===== src/rtl/sram_fifo_ctrl_64x144.sv =====
// 64x144 streaming FIFO controller for a single-port-backed two-port SRAM wrapper.
// Optional build macro SRAM_FIFO_BYPASS_EN: wbuf->obuf bypass when the RAM region is empty.
module sram_fifo_ctrl_64x144 (
    input  logic         clk,
    input  logic         rst,
    input  logic         in_vld,
    output logic         in_rdy,
    input  logic [143:0] in_data,
    output logic         out_vld,
    input  logic         out_rdy,
    output logic [143:0] out_data,
    output logic [6:0]   fifo_cnt,
    output logic         ram_rceb,
    output logic [5:0]   ram_raddr,
    input  logic [143:0] ram_rdata,
    output logic         ram_wceb,
    output logic [5:0]   ram_waddr,
    output logic [143:0] ram_wdata
);
    typedef enum logic {GNT_READ = 1'b0, GNT_WRITE = 1'b1} gnt_t;

    logic               wbuf_vld;
    logic [143:0]       wbuf;
    logic [5:0]         wr_ptr, rd_ptr;
    logic [6:0]         ram_cnt;
    logic [1:0][143:0]  obuf_mem;
    logic               obuf_wp, obuf_rp;
    logic [1:0]         obuf_cnt;
    logic               rd_pend;
    gnt_t               last_grant;
    logic [5:0]         raddr_q, waddr_q;
    logic [143:0]       wdata_q;

    logic push, pop, wreq, rreq, wgnt, rgnt, bypass, obuf_push;
    logic [143:0] obuf_din;

    assign push = in_vld & in_rdy;
    assign pop  = out_vld & out_rdy;
    assign wreq = wbuf_vld & ~ram_cnt[6];
    // Credit check counts the read in flight so obuf can never overflow.
    assign rreq = (ram_cnt != 7'd0) & (({1'b0, obuf_cnt} + {2'b0, rd_pend}) < 3'd2);

`ifdef SRAM_FIFO_BYPASS_EN
    assign bypass = wbuf_vld & (ram_cnt == 7'd0) & ~rd_pend & (obuf_cnt != 2'd2);
`else
    assign bypass = 1'b0;
`endif

    // Ties go to the type not granted last.
    assign wgnt = wreq & ~bypass & (~rreq | (last_grant == GNT_READ));
    assign rgnt = rreq & ~wgnt;

    assign in_rdy    = ~wbuf_vld | wgnt | bypass;
    assign ram_wceb  = ~wgnt;
    assign ram_waddr = wgnt ? wr_ptr : waddr_q;
    assign ram_wdata = wgnt ? wbuf : wdata_q;
    assign ram_rceb  = ~rgnt;
    assign ram_raddr = rgnt ? rd_ptr : raddr_q;

    assign obuf_push = rd_pend | bypass;
    assign obuf_din  = rd_pend ? ram_rdata : wbuf;
    assign out_vld   = (obuf_cnt != 2'd0);
    assign out_data  = obuf_mem[obuf_rp];
    assign fifo_cnt  = {6'd0, wbuf_vld} + ram_cnt + {5'd0, obuf_cnt} + {6'd0, rd_pend};

    always_ff @(posedge clk or posedge rst) begin
        if (rst) begin
            wbuf_vld   <= 1'b0;
            wbuf       <= '0;
            wr_ptr     <= '0;
            rd_ptr     <= '0;
            ram_cnt    <= '0;
            obuf_mem   <= '0;
            obuf_wp    <= 1'b0;
            obuf_rp    <= 1'b0;
            obuf_cnt   <= '0;
            rd_pend    <= 1'b0;
            last_grant <= GNT_READ;
            raddr_q    <= '0;
            waddr_q    <= '0;
            wdata_q    <= '0;
        end else begin
            if (push) begin
                wbuf     <= in_data;
                wbuf_vld <= 1'b1;
            end else if (wgnt | bypass) begin
                wbuf_vld <= 1'b0;
            end

            if (wgnt) begin
                wr_ptr     <= wr_ptr + 6'd1;
                ram_cnt    <= ram_cnt + 7'd1;
                waddr_q    <= wr_ptr;
                wdata_q    <= wbuf;
                last_grant <= GNT_WRITE;
            end else if (rgnt) begin
                rd_ptr     <= rd_ptr + 6'd1;
                ram_cnt    <= ram_cnt - 7'd1;
                raddr_q    <= rd_ptr;
                last_grant <= GNT_READ;
            end
            rd_pend <= rgnt;

            if (obuf_push) begin
                obuf_mem[obuf_wp] <= obuf_din;
                obuf_wp           <= ~obuf_wp;
            end
            if (pop)
                obuf_rp <= ~obuf_rp;
            obuf_cnt <= obuf_cnt + {1'b0, obuf_push} - {1'b0, pop};
        end
    end
endmodule


===== config.mk =====
export PLATFORM = sky130hd
export DESIGN_NAME = sram_fifo_ctrl_64x144
export DESIGN_NICKNAME = d
export VERILOG_FILES = /design/src/rtl/sram_fifo_ctrl_64x144.sv
export SDC_FILE = /design/constraint.sdc
export NUM_CORES = 1
export LEC_CHECK = 0
export ABC_AREA = 1
export CAP_MARGIN = 20
export CORE_UTILIZATION = 30
export CTS_CLUSTER_SIZE = 25
export DETAILED_ROUTE_END_ITERATION = 7
export HOLD_SLACK_MARGIN = 0.08
export PLACE_DENSITY_LB_ADDON = 0.2
export SLEW_MARGIN = 15
export SYNTH_ARGS = -nofsm -noshare
export SYNTH_HDL_FRONTEND = slang
export SYNTH_SLANG_ARGS = --single-unit

===== constraint.sdc =====
create_clock -name clk -period 19.7 [get_ports clk]
set_clock_uncertainty 0.15 [all_clocks]
set_input_delay 3.94 -clock clk [delete_from_list [all_inputs] [get_ports clk]]
set_output_delay 3.94 -clock clk [all_outputs]
set_load 0.01 [all_outputs]

==> run summary <==
Outcome: finished, final reports clean
Final core utilization: 41.3%
Post-Route WL: 75900 um
R2R Path End: wbuf[52]$_DFFE_PP0P_
Core region area: 83800 um^2
Post-DRT Antenna Nets: 0
Commonest non-fill, non-tap cells in the layout: 1497 x nand2_1, 613 x dfrtp_1, 601 x clkdlybuf4s50_1, 294 x o21ai_0, 175 x inv_1
Final GP Congestion: 0.760
Layout area overhead: 36.2%
Clock Latency Late Sink: 600 ps
Tmin final: 8500 ps
Total grt overflow: 0
Worst EP required: 15610 ps
Setup violators final: 0
Sequential fraction of the synthesis area: 60.4%
Yosys reg bits: 614
Commonest non-fill, non-tap cell in the layout: nand2_1
Crit end category: primary output
Pin count of the biggest net entering global routing: 113
Hold EP: wbuf[83]$_DFFE_PP0P_
TritonCTS clock tree: yes
Reg clk slew, reported paths: 60 ps
Clock sinks: 614
CTS Root Cell: clkbuf_16
Cells along the critical path: inv_2 > nand2_1 > nor2_1 > nand2_2 > nand3_2 > nand2_8 > inv_4 > buf_4 > nand2_1 > nand2_1 > clkdlybuf4s50_1
Synth Cell Area: 25400 um^2
Worst-Margin Slew: 1020 ps
Post-Place Cells: 4594
Period utilization: 43.1%
Mapped Cells: 3011
RSZ-0062 raised after global routing: no
Filler instances: 8483
Vias per cell: 4.37
Hold path depth: 2
Max Root-Sink Buffers: 3
Master of the slowest instance on the critical path: buf_4
Post-DR wirelength/cell: 16.1 um
Vias in the first global route: 20200
Worst Path Max Fanout: 89
Gates resized, CTS repair: 0
Setup_tns: 0 ps
Busiest grt layer: met2
Lkg Pwr: 17.4 nW
Nets: 3843
CTS Buf Count: 72
Met3 Usage GRT: 6.97%
VDD IR max: 88.4 uV
First-pass GRT wire length: 118000 um
DR iter-0 viols: 1350
Post-CTS setup buffer count: 0
Initial Utilization: 30.3%
Via Count: 20600
Min-Delay Startpoint: wbuf[83]$_DFFE_PP0P_
DRC Markers: 0
MaxCap Viol Count: 0
Synth unique cells: 28
Most common cell on crit path: nand2_1
R2R Path Start: obuf_push$_DFF_PP0_
Die area: 85900 um^2
Post-place instance area: 32300 um^2
Met1 Use GR: 23.1%
Die Y-Extent: 293 um
Ports: 603
PD cells: 188 nW/um^2
H-tree levels: 3
Crit path kind: reg -> out
Syn Area/Cell: 8.44 um^2
Crit path DAT: 4410 ps
IO buf count: 602
Slew Limit Fails: 0
Die W: 293 um
Yosys warns: 0
Grt met2 use: 26.7%
GRT Total Usage: 17.5%
Rows: 106
Initial antenna violation count: 18
Final instance area: 34600 um^2
Layout cells sized above 1: 4.44%
Cts hold-fix bufs: 0
Relative slew margins: 31.9%
Worst reg-to-reg path cell count: 8
Synth Net Count: 3319
DP HPWL: 50200 um
Max stage delay on crit path: 770 ps
CP Launch Type: flip-flop
Count of final hold-check violations: 0
Drt pass-1 iters: 5
Hold WC Path Type: reg -> reg
Max Clock Freq: 118 MHz
Non-filler cells, final: 4722
Flop-to-flop setup slack: 15940 ps
-- synth_stat cells, drive strengths merged --
master  count  area share, %
xnor2       5           0.17
or2         4          0.098
fa          3           0.24
o21ai     318            6.3
inv       183            2.7
nand4       3          0.074
o211ai      1          0.030
xor2       14           0.48
clkbuf     88            1.3
nand3     156            3.1
ha         13           0.64
nor2        6          0.089
nor3        2          0.039
nand2    1502             22
o22ai       1          0.025
a21oi       6           0.12
buf        91            1.9
o21bai      1          0.030
dfrtp     614             60
-- metal layers --
layer,share of wire (%),vias to the layer above
met5,0.26,-
met4,1.9,32
met3,10,118
met2,44,529
met1,44,9590
li1,-,10400
-- power by group --
group | internal (mW) | switching (mW) | total [mW] | leakage [nW]
Clock | 0.770 | 0.538 | 1.31 | 1.16
Combinational | 1.32 | 1.70 | 3.02 | 8.62
Sequential | 1.86 | 0.314 | 2.18 | 7.64
Total | 3.96 | 2.55 | 6.50 | 17.4
-- kinds of logic after synthesis --
group | after synthesis | synth area share, %
compound gates | 327 | 6.46
xor+xnor | 19 | 0.654
fa+ha+maj | 16 | 0.876
buf+inv | 362 | 5.92
flops | 614 | 60.4
simple gates | 1673 | 25.7
-- worst max-delay path, delay by kind of cell, from the launching register on --
kind / cells / cell delay [ps]
DFF: 1 / 450
and+or+nand+nor: 7 / 980
buffers and inverters: 4 / 2180
-- stage by stage --
step           power (mW)  setup WS, ps  hold slack [ps]
6_report             6.50         11200              317
5_1_grt              7.04         10820              332
4_1_cts              6.62         11080              323
3_5_place_dp         5.27         11330              309
3_3_place_gp         5.25         11280              304
2_1_floorplan        3.77          7230              292
-- layout make-up --
| cell class | instances | area, um^2 | share of cell area [%] |
|---|---|---|---|
| Timing Repair Buffer | 629 | 6250 | 18.0 |
| Tap cell | 1134 | 1420 | 4.10 |
| Multi-Input combinational cell | 2035 | 8580 | 24.8 |
| Antenna cell | 4 | 10.0 | 0.0289 |
| Clock buffer | 100 | 2090 | 6.03 |
| Clock inverter | 23 | 233 | 0.672 |
| Inverter | 183 | 696 | 2.01 |
| Sequential cell | 614 | 15400 | 44.4 |
-- sequential cells by signal, summed over array words and instances, names as in the netlist --
signal	cells
wdata_q	144
wbuf	144
obuf_rp	1
raddr_q	6
ram_cnt	7
obuf_push	1
wr_ptr	6
obuf_wp	1
obuf_cnt	2
rd_ptr	6
last_grant	1
waddr_q	6
wbuf_vld	1
obuf_mem	288
-- worst max path at each step --
| stage | to | slack [ps] | startpoint | cells after the start |
|---|---|---|---|---|
| 2_1_floorplan | last_grant$_DFFE_PP0P_ | 7230 | rst | 1 |
| 3_3_place_gp | wdata_q[133]$_DFF_PP0_ | 11280 | rst | 6 |
| 3_5_place_dp | wdata_q[133]$_DFF_PP0_ | 11330 | rst | 6 |
| 4_1_cts | ram_wdata[15] | 11080 | ram_cnt[0]$_DFFE_PP0P_ | 11 |
| 5_1_grt | ram_wdata[15] | 10820 | ram_cnt[0]$_DFFE_PP0P_ | 11 |
| 6_report | ram_wdata[44] | 11200 | ram_cnt[0]$_DFFE_PP0P_ | 11 |
Power figures use the tool's default switching activity.
